<file path="src/rtl/gpio_pkg.sv">
// Shared constants for the GPIO responder: register offsets and port width.
package gpio_pkg;

  localparam int unsigned GPIO_W    = 8;
  localparam int unsigned ADDR_W    = 4;
  localparam int unsigned DATA_W    = 32;
  localparam int unsigned BE_W      = 4;

  localparam logic [ADDR_W-1:0] GPIO_LED_OFF   = 4'h0;
  localparam logic [ADDR_W-1:0] GPIO_SW_OFF    = 4'h4;
  localparam logic [ADDR_W-1:0] GPIO_EDGE_OFF  = 4'h8;
  localparam logic [ADDR_W-1:0] GPIO_IRQEN_OFF = 4'hC;

endpackage

</file>
<file path="src/rtl/gpio_responder_if.sv">
// Peripheral-port access bus between the memory controller and the GPIO block.
interface gpio_responder_if;
  import gpio_pkg::*;

  logic              en;
  logic              we;
  logic [ADDR_W-1:0] addr;
  logic [BE_W-1:0]   be;
  logic [DATA_W-1:0] wdata;
  logic [DATA_W-1:0] rdata;
  logic              ready;

  modport master (output en, output we, output addr, output be, output wdata,
                  input rdata, input ready);
  modport slave  (input en, input we, input addr, input be, input wdata,
                  output rdata, output ready);
endinterface

</file>
<file path="src/rtl/gpio_responder_sw_debounce.sv">
// One switch bit: two-flop synchronizer, stability counter, debounced level and
// a combinational toggle strobe that is high on the edge the level flips.
module sw_debounce #(
  parameter int unsigned DEBOUNCE_CYCLES = 16
) (
  input  logic clk,
  input  logic rst,
  input  logic din,
  output logic dout,
  output logic toggle_c
);

  localparam int unsigned CW = (DEBOUNCE_CYCLES > 1) ? $clog2(DEBOUNCE_CYCLES) : 1;

  logic          sync1;
  logic          sync2;
  logic [CW-1:0] cnt;
  logic [CW-1:0] cnt_nxt;
  logic          dout_nxt;

  // Level flips once the synchronized input has disagreed long enough.
  always_comb begin
    cnt_nxt  = '0;
    dout_nxt = dout;
    toggle_c = 1'b0;
    if (sync2 != dout) begin
      if (cnt == CW'(DEBOUNCE_CYCLES - 1)) begin
        dout_nxt = ~dout;
        toggle_c = 1'b1;
      end else begin
        cnt_nxt = cnt + CW'(1);
      end
    end
  end

  always_ff @(posedge clk) begin
    if (!rst) begin
      sync1 <= 1'b0;
      sync2 <= 1'b0;
      cnt   <= '0;
      dout  <= 1'b0;
    end else begin
      sync1 <= din;
      sync2 <= sync1;
      cnt   <= cnt_nxt;
      dout  <= dout_nxt;
    end
  end

endmodule

</file>
<file path="src/rtl/gpio_responder.sv">
// GPIO responder: LED/SW/EDGE/IRQEN registers behind a single-cycle load/store
// port, with per-bit switch debouncing and a level interrupt.
module gpio_responder
  import gpio_pkg::*;
#(
  parameter int unsigned DEBOUNCE_CYCLES = 16
) (
  input  logic               clk,
  input  logic               rst,
  gpio_responder_if.slave    bus,
  input  logic [GPIO_W-1:0]  switches,
  output logic [GPIO_W-1:0]  leds,
  output logic               irq
);

  logic [GPIO_W-1:0] sw_deb;
  logic [GPIO_W-1:0] sw_tog_c;
  logic [GPIO_W-1:0] edge_r;
  logic [GPIO_W-1:0] irqen;

  logic [GPIO_W-1:0] leds_nxt;
  logic [GPIO_W-1:0] edge_nxt;
  logic [GPIO_W-1:0] irqen_nxt;
  logic [GPIO_W-1:0] rd_val;
  logic [DATA_W-1:0] rdata_nxt;
  logic [ADDR_W-1:0] word_off;
  logic              wr;
  logic              unused_bus_bits;

  assign unused_bus_bits = ^{bus.addr[1:0], bus.be[BE_W-1:1], bus.wdata[DATA_W-1:GPIO_W]};

  for (genvar i = 0; i < int'(GPIO_W); i++) begin : g_sw
    sw_debounce #(.DEBOUNCE_CYCLES(DEBOUNCE_CYCLES)) u_deb (
      .clk      (clk),
      .rst      (rst),
      .din      (switches[i]),
      .dout     (sw_deb[i]),
      .toggle_c (sw_tog_c[i])
    );
  end

  assign word_off = {bus.addr[ADDR_W-1:2], 2'b00};
  assign wr       = bus.en & bus.we & bus.be[0];

  // Read mux, register updates and W1C-vs-set priority (set wins).
  always_comb begin
    rd_val    = '0;
    leds_nxt  = leds;
    irqen_nxt = irqen;
    edge_nxt  = edge_r;
    case (word_off)
      GPIO_LED_OFF:   rd_val = leds;
      GPIO_SW_OFF:    rd_val = sw_deb;
      GPIO_EDGE_OFF:  rd_val = edge_r;
      GPIO_IRQEN_OFF: rd_val = irqen;
      default:        rd_val = '0;
    endcase
    if (wr) begin
      case (word_off)
        GPIO_LED_OFF:   leds_nxt  = bus.wdata[GPIO_W-1:0];
        GPIO_EDGE_OFF:  edge_nxt  = edge_r & ~bus.wdata[GPIO_W-1:0];
        GPIO_IRQEN_OFF: irqen_nxt = bus.wdata[GPIO_W-1:0];
        default:        ;
      endcase
    end
    edge_nxt  = edge_nxt | sw_tog_c;
    rdata_nxt = (bus.en && !bus.we) ? DATA_W'(rd_val) : '0;
  end

  always_ff @(posedge clk) begin
    if (!rst) begin
      leds      <= '0;
      edge_r    <= '0;
      irqen     <= '0;
      irq       <= 1'b0;
      bus.ready <= 1'b0;
      bus.rdata <= '0;
    end else begin
      leds      <= leds_nxt;
      edge_r    <= edge_nxt;
      irqen     <= irqen_nxt;
      irq       <= |(edge_r & irqen);
      bus.ready <= bus.en;
      bus.rdata <= rdata_nxt;
    end
  end

endmodule
</file>
<file path="src/flat_wrapper.sv">
// flat-port wrapper written by rule: the top's interface ports become plain ports
module gpio_responder_flat import gpio_pkg::*;
#(
  parameter int unsigned DEBOUNCE_CYCLES = 16
)
  (clk, rst, switches, leds, irq, bus_en, bus_we, bus_addr, bus_be, bus_wdata, bus_rdata, bus_ready);
  gpio_responder_if bus_i ();
  input  logic clk;
  input  logic rst;
  input  logic [GPIO_W-1:0] switches;
  output logic [GPIO_W-1:0] leds;
  output logic irq;
  input wire logic [$bits(bus_i.en)-1:0] bus_en;
  input wire logic [$bits(bus_i.we)-1:0] bus_we;
  input wire logic [$bits(bus_i.addr)-1:0] bus_addr;
  input wire logic [$bits(bus_i.be)-1:0] bus_be;
  input wire logic [$bits(bus_i.wdata)-1:0] bus_wdata;
  output wire logic [$bits(bus_i.rdata)-1:0] bus_rdata;
  output wire logic [$bits(bus_i.ready)-1:0] bus_ready;
  assign bus_i.en = bus_en;
  assign bus_i.we = bus_we;
  assign bus_i.addr = bus_addr;
  assign bus_i.be = bus_be;
  assign bus_i.wdata = bus_wdata;
  assign bus_rdata = bus_i.rdata;
  assign bus_ready = bus_i.ready;
  gpio_responder #(.DEBOUNCE_CYCLES(DEBOUNCE_CYCLES)) u_core (.clk(clk), .rst(rst), .bus(bus_i), .switches(switches), .leds(leds), .irq(irq));
endmodule
</file>
<file path="config.mk">
export PLATFORM = sky130hd
export DESIGN_NAME = gpio_responder_flat
export DESIGN_NICKNAME = d
export VERILOG_FILES = /design/src/rtl/gpio_pkg.sv /design/src/rtl/gpio_responder_if.sv /design/src/rtl/gpio_responder_sw_debounce.sv /design/src/rtl/gpio_responder.sv /design/src/flat_wrapper.sv
export SDC_FILE = /design/constraint.sdc
export NUM_CORES = 1
export LEC_CHECK = 0
export CORE_MARGIN = 2
export CORE_UTILIZATION = 52
export CTS_CLUSTER_SIZE = 16
export DETAILED_ROUTE_END_ITERATION = 6
export GPL_TIMING_DRIVEN = 0
export HOLD_SLACK_MARGIN = 0.12
export PLACE_DENSITY = 0.88
export REMOVE_ABC_BUFFERS = 1
export SYNTH_ARGS = -nofsm -noshare
export SYNTH_HDL_FRONTEND = slang
export SYNTH_SLANG_ARGS = --single-unit
</file>
<file path="constraint.sdc">
create_clock -name clk -period 1.7 [get_ports clk]
set_input_delay 0.34 -clock clk [delete_from_list [all_inputs] [get_ports clk]]
set_output_delay 0.34 -clock clk [all_outputs]
set_load 0.01 [all_outputs]
</file>
Word level (Yosys, flattened, before mapping)
Index checks and enable logic that the tools add are counted.
Word-level totals
  bits in registers: 114
  input bits: 52
  word-level logic and storage cells: 131
Cells by class
  add/sub/neg operators: 8
  bitwise operators: 23
  muxes and demuxes: 19
  equal/unequal tests: 19
  reductions and logical operators: 23
Operators by type and width (count)
  $add 4x1->4 const B: 8
  $eq 4x4->1 const B: 8
  $pmux 8 s4: 1
  $reduce_or 3->1: 8
  $reduce_and 2->1: 11
  $not 1->1: 17
  $and 8x8->8: 2
  $mux 1: 16
  $mux 8: 2
  $ne 1x1->1: 8
  $not 8->8: 1
  $or 8x8->8: 1
  $reduce_or 8->1: 1
  $eq 2x2->1 const B: 2
  $logic_not 4->1: 1
  $and 1x1->1: 2
  $eq 2x1->1 const B: 1
  $logic_and 1x1->1: 1
  $logic_not 1->1: 1

Logic depth before layout (Yosys ltp)
Gate-level depths: netlist of the first run.
  word-level depth: 5
  gate-level depth with buffers: 5
  mapped depth without buffers: 4

Hierarchy
Synthesis of the first run repeated with hierarchy kept, for this count alone.
Unflattened totals
  cell total of the unflattened synthesis: 351
  area, all modules: 3681.0 um^2
Modules (own cells, without submodules)
  sw_debounce: instances 8, seq. area each 140.1 um^2, cells each 24, area an instance 250.2 um^2
  gpio_responder: instances 1, seq. area each 680.7 um^2, cells each 159, area an instance 1679.1 um^2

Worst setup path before layout of the first run
No wires, ideal clock.
  kind: input port to flip-flop
  start: in bus_addr[2]
  end: reg u_core.bus.rdata[0]
  setup time: 0.123 ns
  path buffers: 1
  stages: 3
  setup slack: 0.411 ns
  data arrival time: 1.165 ns
  cell sequence: buf_2 mux4_1 nor2b_1
Between the ends
  word-level cells in the longest chain between the ends: 2
  elaborated cells between the ends (all ways): 5
  classes of those cells: 3 x eq/ne; 1 x mux; 1 x reduce/logical
Ends and longest elaborated chain
  start: declaration: RTL line flat_wrapper.sv:15  | input wire logic [$bits(bus_i.addr)-1:0] bus_addr;
  $eq 2x2->1, or another cell as far along: RTL line gpio_responder.sv:51  | case (word_off)
  $pmux 8 s4 (*): RTL line gpio_responder.sv:51
  end signal: assignment: RTL line gpio_responder.sv:84  | bus.rdata <= rdata_nxt;
  end: declaration: RTL line gpio_responder_if.sv:16  | output rdata, output ready);
Every way passes the cells marked *; elsewhere a longest branch is shown, timed or not.
A chain may end at the register's enable or synchronous reset.

Final worst setup path of the first run
  start: reg u_core.leds[2]
  end: out leds[2]
RTL lines
  start: declaration: RTL line gpio_responder.sv:12  | output logic [GPIO_W-1:0] leds,
  start signal: assignment: RTL line gpio_responder.sv:79  | leds <= leds_nxt;
  end: declaration: RTL line flat_wrapper.sv:11  | output logic [GPIO_W-1:0] leds;
No word-level cell between the ends.

==> impl_results.md, run 1 <==
- Fin cells: 480
- Die extent in y: 87.4 microns
- Global Route Usage Sum: between 15 and 20%
- Crit-path max FO: 3
- Root Driver: clkbuf_8
- Die ar.: 7650 sq um
- CTS tree: built
- Initial core utilization: 53.6%
- Grt ovf: 0
- Clock Sink Count: 90
- Worst path required time: between 1 and 1.5 ns
- RSZ-0062 raised after global routing: false
- Crit-path cells: clkdlybuf4s50_1
- Die X-Extent: 87.4 microns
- Peak supply drop: 0.396 mV
- Filler instances: between 500 and 600
- Status: complete, no violations
- R2R Path Start: u_core.g_sw[7].u_deb.dout
- Slowest-stage cell, CP: clkdlybuf4s50_1
- Crit path from: u_core.leds[2]
- Area occupied by multi-input gates: 1600 sq um
- Type of origin of the critical path: flop
- Mean Syn Cell Area: 10.2 sq um
- Cts hold-fix bufs: 0
- ANT nets after route: 0
- CP endpoint kind: output pin
- Initial antenna violation count: 0
- Gpl congestion: 0.767
- Vias: between 2k and 2.5k
- Clock Path Buffers: 2
- Final WL: 6290 microns
- Largest cells by area after synthesis: dfxtp_1, mux2i_1, mux4_1
- Hold path startpoint: rst
- Yosys top cell area share: 49.8%
- Setup CP Type: flop to output pin
- Max-Cap Viols: 0
- Maximum number of pins on one net before global-route repair: just under 60
- Crit path max-delay family: buffers and inverters
- Register Area: 1800 sq um
- Crit-path max cell delay: 0.56 ns
- Pre-antenna DRT Iters: 4
- Post-Syn Area: roughly 3600 sq um
- HPWL Detailed: 4370 microns
- Arr. time, crit path: 1.30 ns
- Yosys top cell by area: dfxtp_1
- CTS buffer count: 9
- Layout cells sized above 1: 5.00%
- Placed Instances: between 400 and 500
- Max Fclk: 0.608 GHz
- Post-Syn Instances: 355
- Clock latency at the later pin of the worst-skew pair: between 0.3 and 0.4 ns
- Static leakage: ~1.8 nW
- Via/cell ratio: 5.11
- I/O pin cnt: 94
- Core box area: 6760 sq um
- Fin. Hold Viols: 0
- Worst Clk Skew: 0.00934 ns
- Nets: ~460
- Area Overhead vs Synth: 15.1%
- DR DRC count: 0
- CP Buf/Inv Count: 1
- DR iter-0 viols: 119
- Worst hold-check path type: input port to flop
- Final setup viols: 0
- First-pass GRT wire length: between 10000 and 15000 microns
- Pins Over Slew Limit: 0
- Worst rel slew slack: a little over half
- Drt wl/cell: 13.1 microns
- Total negative slack: 0 ns
- CTS H-tree depth: 3
- Final worst-path cycle share: between 90 and 100%
- Register area share after synthesis: 49.8%
- Row cnt: 30
- Slew @ Worst Pin: around 0.72 ns
- Post-synth cell types: 26
- Clock Pin Slew Worst Setup and Hold Paths: 0.09 ns
- PwrDens: approximately 890 nW/um^2
- Minimum clock period: 1.64 ns
- YS warnings: 0
- Port bufs: 40
- Fin Hold WS: 0.313 ns
- Vias in the first global route: 2348
- Antenna cells: 0
- FF+latch count, synth: 90
## registers in the layout, summed over array words and instances (netlist names), 8 cells and up
signal                   cells
u_core.g_sw.u_deb.dout       8
u_core.edge_r                8
u_core.g_sw.u_deb.sync1      8
u_core.leds                  8
u_core.g_sw.u_deb.cnt       32
u_core.irqen                 8
u_core.bus.rdata             8
u_core.g_sw.u_deb.sync2      8
## path summary, 6_finish.rpt
| kind | endpoint | slack (ns) | cells after the start |
|---|---|---|---|
| worst min-delay path | u_core.g_sw[7].u_deb.cnt[2] | 0.31 | 3 |
| worst max register to register | u_core.bus.rdata[7] | 0.56 | 2 |
| worst max-delay path | leds[2] | 0.06 | 1 |
| worst min register to register | u_core.g_sw[0].u_deb.sync2 | 0.43 | 1 |
## cell type report
class	instances	area share, %
sequential	90	43.2
inverter	18	1.62
multi-input combinational	235	38.3
clock inverter	6	1.20
tap	80	2.40
timing repair buffer	41	9.96
clock buffer	10	3.30
## cell usage in the layout (no fill, tap or decap), drive strengths merged, types with 2 or more instances in the layout
master	netlist	layout
a22oi	4	4
nand4	2	2
mux4	8	8
o311ai	8	8
and2	17	17
o21ai	8	8
clkinv	1	4
dlygate4sd2	0	2
inv	17	18
nand3	24	24
mux2i	24	24
buf	30	2
xnor2	8	8
nand2	32	32
dfxtp	90	90
clkbuf	5	10
conb	1	24
xor2	16	16
nor2b	8	8
nor2	41	41
ha	8	8
clkdlybuf4s50	0	36
clkinvlp	0	2
## power by group
| part | switching [mW] | internal (mW) |
|---|---|---|
| logic | 0.114 | 0.0899 |
| clock network | 0.780 | 0.583 |
| registers | 0.0148 | 2.14 |
| total | 0.909 | 2.81 |
## cells by family (layout without fill, tap and decap cells)
logic type	after synthesis	count (layout)	share of synthesized area [%]
AOI/OAI and AO/OA	21	21	4.11
DFF	90	90	49.8
muxes	32	32	12.4
adders and majority gates	8	8	2.76
buffers and inverters	53	75	8.53
xor gates and xnor gates	24	24	5.81
other	1	24	0.104
and+or+nand+nor	126	126	16.5
## metrics by stage
stage | area, sq um | power [mW] | utilization (%) | setup WS (ns)
final | 4170 | 3.72 | 61.7 | 0.0561
after global routing | 4170 | 3.86 | 61.7 | 0.00822
after CTS | 4170 | 3.75 | 61.7 | 0.0359
after detailed placement | 3980 | 2.41 | 58.9 | -0.530
after global placement | 3970 | 2.40 | 58.7 | -1.88
after floorplan | 3470 | 2.29 | - | 0.597
## synth_stat cells
cell      instances
clkinv_1          1
nand4_4           1
clkbuf_1          5
inv_1            17
buf_4            24
xnor2_1           8
mux4_1            8
nand2b_1          1
or2_1             1
nand3_1          24
nand2_1          32
o21ai_0           8
xor2_1           16
a41oi_1           1
a22oi_1           4
dfxtp_1          90
mux2i_1          24
nor2b_1           8
nor2_1           41
o311ai_0          8
and2_1           17
nand4_2           1
conb_1            1
buf_2             4
buf_6             2
ha_1              8
## what timing repair did
action                                  CTS  global route
resized for setup                         2             1
endpoints found under the setup margin   25             1
buffers inserted                          0             0
## layer usage
| layer | GRT usage (%) | wire, microns |
|---|---|---|
| met1 | 20.6 | 2800 |
| met4 | 6.99 | 104 |
| met5 | 0 | 0 |
| met2 | 31.1 | 3020 |
| met3 | 5.69 | 362 |
(Power assumes the default switching activity.)
==> run 2: changes to the inputs <==
--- a/config.mk
+++ b/config.mk
@@ -5,7 +5,7 @@
 export SDC_FILE = /design/constraint.sdc
 export NUM_CORES = 1
 export LEC_CHECK = 0
-export CORE_MARGIN = 2
+export ABC_CLOCK_PERIOD_IN_PS = 1700
 export CORE_UTILIZATION = 52
 export CTS_CLUSTER_SIZE = 16
 export DETAILED_ROUTE_END_ITERATION = 6
@@ -13,6 +13,7 @@
 export HOLD_SLACK_MARGIN = 0.12
 export PLACE_DENSITY = 0.88
 export REMOVE_ABC_BUFFERS = 1
+export SETUP_SLACK_MARGIN = 0.05
 export SYNTH_ARGS = -nofsm -noshare
 export SYNTH_HDL_FRONTEND = slang
 export SYNTH_SLANG_ARGS = --single-unit
==> impl_results.md, run 2 (synthesized netlist as in run 1, its figures left out) <==
- Status: complete, no violations
- Pins Over Slew Limit: 0
- Port bufs: 40
- Cts hold-fix bufs: 0
- Vias: 2442
- Pre-antenna DRT Iters: 5
- Worst rel slew slack: between 50 and 60%
- Postcts setup bufs: 0
- I/O pin cnt: 94
- R2R Path Start: u_core.g_sw[5].u_deb.dout
- Most frequent cells in the layout: dfxtp_1, nor2_1, nand2_1
- Fin. Hold Viols: 0
- Grt ovf: 0
- Worst hold-check path type: input port to flop
- Crit-path max cell delay: 0.55 ns
- Slew @ Worst Pin: 0.721 ns
- Static leakage: between 1.5 and 2 nW
- Clock Sink Count: 90
- DR iter-0 viols: 59
- Via/cell ratio: 5.09
- Slowest-stage cell, CP: clkdlybuf4s50_1
- CP Buf/Inv Count: 1
- Cells on worst reg2reg path: 2
- Clock latency at the later pin of the worst-skew pair: 0.35 ns
- Hold Path Depth: 2
- Crit-path cells: clkdlybuf4s50_1
- CTS H-tree depth: 3
- Initial antenna violation count: 0
- CP endpoint kind: output pin
- Final setup viols: 0
- PwrDens: 905 nW/um^2
- Worst path required time: 1.36 ns
- Final worst-path cycle share: 94.6%
- Total power: between 3 and 4 mW
- Commonest non-fill, non-tap cell in the layout: dfxtp_1
- Root Driver: clkbuf_8
- Peak supply drop: 0.394 mV
- Antenna cells: 0
- Clock Pin Slew Worst Setup and Hold Paths: 0.09 ns
- FF-to-FF setup slack: 0.59 ns
- Type of origin of the critical path: flop
- Max FFs per register: 32
- Setup CP Type: flop to output pin
- Drt wl/cell: roughly 12 microns
- DR DRC count: 0
- Max-Cap Viols: 0
- Vias in the first global route: 2251
- Core box area: 6760 sq um
- Row cnt: 30
- HPWL Detailed: 4260 microns
- Initial core utilization: a little over half
- Final setup margin: roughly 0.091 ns
- Arr. time, crit path: 1.27 ns
- Worst Clk Skew: 0.00855 ns
- Global Route Usage Sum: 17.5%
- Die extent in y: 85.4 microns
- Clock Path Buffers: 2
- CTS tree: built
- Crit-path max FO: 3
- Die ar.: ~7300 sq um
- Area Overhead vs Synth: 15.8%
- Reg-to-Reg End: u_core.bus.rdata[5]
- First-pass GRT wire length: just under 10000 microns
- Crit path max-delay family: buffers and inverters
- Final WL: between 5000 and 6000 microns
- Hold path startpoint: rst
- CTS buffer count: 9
- Biggest register: u_core.g_sw.u_deb.cnt
- RSZ-0062 raised after global routing: false
- Worst slack, placed: -0.511 ns
- Max Fclk: 0.622 GHz
- ANT nets after route: 0
- Layout cells sized above 1: 5.00%
- Nets: 455
- Post-layout util: 62.1%
- Die X-Extent: ~85 microns
- Minimum clock period: 1.61 ns
- Maximum number of pins on one net before global-route repair: 61
- Gpl congestion: 0.727
- WHS Endpoint: u_core.g_sw[1].u_deb.sync2
run 2: worst max path at each step:
stage,from,endpoint,slack (ns),depth (start not counted)
floorplan,bus_addr[3],u_core.irqen[0],0.60,3
global placement,rst,u_core.irq,-1.87,3
detailed placement,bus_addr[3],u_core.irqen[2],-0.51,4
CTS,u_core.leds[7],leds[7],0.05,1
global route,bus_addr[3],u_core.irqen[6],0.05,4
finish,u_core.leds[6],leds[6],0.09,1
run 2: per-layer routing:
metal	vias to the layer above	GRT usage (%)	part of all wire [%]
met3	5	5.45	5.2
met5	-	0	0
met2	76	30.1	49
met4	0	6.36	1.1
li1	1216	-	-
met1	1145	20.5	44
run 2: where the power goes:
group | switching, mW | internal [mW] | total [mW] | leakage (nW)
sequential | 0.0152 | 2.14 | 2.15 | 0.729
combinational | 0.114 | 0.0897 | 0.203 | 1.11
clock | 0.755 | 0.685 | 1.44 | 0.0881
run 2: final cells by class:
cell class                 count  area (sq um)
multi-input combinational    235          1600
fill                         544          2560
timing repair buffer          41           425
clock inverter                 7          77.6
sequential                    90          1800
inverter                      18          67.6
tap                           80           100
clock buffer                   9           124
run 2: repair_timing:
item,4_1_cts,5_1_grt
endpoints found under the setup margin,32,6
hold endpoints to repair,0,0
resized for setup,3,6
run 2: stage by stage:
| step | TNS (ns) | instances | hold WS (ns) | instance area, sq um |
|---|---|---|---|---|
| finish | 0 | 480 | 0.308 | 4190 |
| global route | 0 | 480 | 0.307 | 4190 |
| CTS | 0 | 480 | 0.307 | 4180 |
| detailed placement | -13.73 | 464 | 0.419 | 3980 |
| global placement | -98.02 | 463 | 0.415 | 3970 |
| floorplan | 0 | 343 | 0.412 | 3470 |
==> run 3: changes to the inputs <==
--- a/config.mk
+++ b/config.mk
@@ -10,7 +10,6 @@
 export CTS_CLUSTER_SIZE = 16
 export DETAILED_ROUTE_END_ITERATION = 6
 export GPL_TIMING_DRIVEN = 0
-export HOLD_SLACK_MARGIN = 0.12
 export PLACE_DENSITY = 0.88
 export REMOVE_ABC_BUFFERS = 1
 export SETUP_SLACK_MARGIN = 0.05
==> constraint.sdc (replaced) <==
create_clock -name clk -period 1.7 [get_ports clk]
set_input_delay 0.17 -clock clk [delete_from_list [all_inputs] [get_ports clk]]
set_output_delay 0.17 -clock clk [all_outputs]
set_load 0.01 [all_outputs]
==> impl_results.md, run 3 (synthesized netlist as in run 1, its figures left out) <==
- Vias in the first global route: roughly 2.3k
- Slew @ Worst Pin: a little over 0.7 ns
- Crit path max-delay family: buffers and inverters
- Minimum clock period: between 1 and 1.5 ns
- Static leakage: 1.84 nW
- Final WL: 6010 microns
- CTS H-tree depth: 3
- Antenna cells: 0
- Seq pwr share: 56.7%
- Vias: 2454
- Layout cells sized above 1: 5.00%
- Core box area: 6760 sq um
- Max FFs per register: 32
- Nets: 455
- Biggest register: u_core.g_sw.u_deb.cnt
- Most frequent cells in the layout: dfxtp_1, nor2_1, clkdlybuf4s50_1
- First-pass GRT wire length: 9760 microns
- Grt ovf: 0
- DR iter-0 viols: 59
- Maximum number of pins on one net before global-route repair: 61
- Pins Over Slew Limit: 0
- Clock Sink Count: 90
- Fin Hold WS: 0.138 ns
- Port bufs: 40
- Commonest non-fill, non-tap cell in the layout: dfxtp_1
- Max Fclk: 0.686 GHz
- P_sw: 879 uW
- Gpl congestion: 0.727
- Int Pwr: roughly 2.9 mW
- Worst Clk Skew: 0.00839 ns
- Logic pwr share: 5.4%
- Setup CP Type: flop to output pin
- Drt wl/cell: 12.5 microns
- Crit-path cells: clkdlybuf4s50_1
- Clock latency at the later pin of the worst-skew pair: roughly 0.35 ns
- Crit-path max FO: 3
- I/O pin cnt: 94
- Final worst-path cycle share: 85.7%
- HPWL Detailed: 4260 microns
- Pre-antenna DRT Iters: 4
- Cts hold-fix bufs: 0
- Area after DPL: 3980 sq um
- Sw Ratio: 23.2%
- Clock Pin Slew Worst Setup and Hold Paths: 0.09 ns
- CTS tree: built
- DR DRC count: 0
- Worst path required time: 1.53 ns
- Final Cell Area: 4180 sq um
- CP endpoint kind: output pin
- Die X-Extent: 85.4 microns
- Slowest-stage cell, CP: clkdlybuf4s50_1
- RSZ-0062 raised after global routing: false
- Fin. Hold Viols: 0
- Area Overhead vs Synth: 15.5%
- Die ar.: 7300 sq um
- PwrDens: 906 nW/um^2
- Via/cell ratio: about 5.1
- ANT nets after route: 0
- Worst rel slew slack: between 50% and 60%
- Type of origin of the critical path: flop
- CTS buffer count: 9
- Row cnt: 30
- Arr. time, crit path: 1.29 ns
- Peak supply drop: 0.394 mV
- Clock Path Buffers: 2
- Initial antenna violation count: 0
- Global Route Usage Sum: 17.5%
- Root Driver: clkbuf_8
- Die extent in y: 85.4 microns
- Clock power share: a little under two fifths
- Initial core utilization: 53.6%
- Final setup viols: 0
- Crit-path max cell delay: between 0.5 and 0.6 ns
- CP Buf/Inv Count: 1
- Worst hold-check path type: input port to flop
- Max-Cap Viols: 0
- Status: complete, no violations
==> run 3: layout make-up <==
| cell class | instances | area, sq um |
|---|---|---|
| Tap cell | 80 | 100 |
| Sequential cell | 90 | 1800 |
| Timing Repair Buffer | 41 | 417 |
| Clock inverter | 7 | 77.6 |
| Clock buffer | 9 | 124 |
| Fill cell | 549 | 2570 |
| Multi-Input combinational cell | 235 | 1600 |
| Inverter | 18 | 67.6 |
==> run 3: layer usage <==
layer  wire [microns]  track usage, %
met1             2570            20.5
met4               67            6.36
met3              369            5.45
met5                0               0
met2             3010            30.1
==> run 3: power groups by stage <==
stage | sequential [mW] | clock, mW | combinational, mW
floorplan | 2.20 | 0 | 0.0881
detailed placement | 2.20 | 0 | 0.205
CTS | 2.15 | 1.48 | 0.205
finish | 2.15 | 1.44 | 0.203
global route | 2.16 | 1.57 | 0.225
global placement | 2.20 | 0 | 0.198
==> run 3: worst paths after layout <==
check,start,end,slack [ns],depth (start not counted)
max,u_core.leds[2],leds[2],0.24,1
min,rst,u_core.g_sw[1].u_deb.sync2,0.14,2
max reg2reg,u_core.g_sw[5].u_deb.dout,u_core.bus.rdata[5],0.59,2
min reg2reg,u_core.g_sw[5].u_deb.sync1,u_core.g_sw[5].u_deb.sync2,0.44,1
==> run 3: metrics by stage <==
stage / power, mW / setup TNS, ns / cells / setup slack, ns / util, %
2_1_floorplan: 2.29 / 0 / 343 / 0.657 / -
3_3_place_gp: 2.40 / -82.72 / 463 / -1.70 / 58.7
3_5_place_dp: 2.41 / -8.29 / 464 / -0.341 / 58.9
4_1_cts: 3.84 / 0 / 480 / 0.0670 / 61.9
5_1_grt: 3.95 / 0 / 480 / 0.183 / 61.9
6_report: 3.79 / 0 / 480 / 0.243 / 61.9
==> run 3: timing repair <==
| action | in CTS | in global routing |
|---|---|---|
| pin swaps | 0 | 0 |
| buffers inserted | 0 | 0 |
| resized for setup | 1 | 1 |
| endpoints found under the setup margin | 6 | 18 |
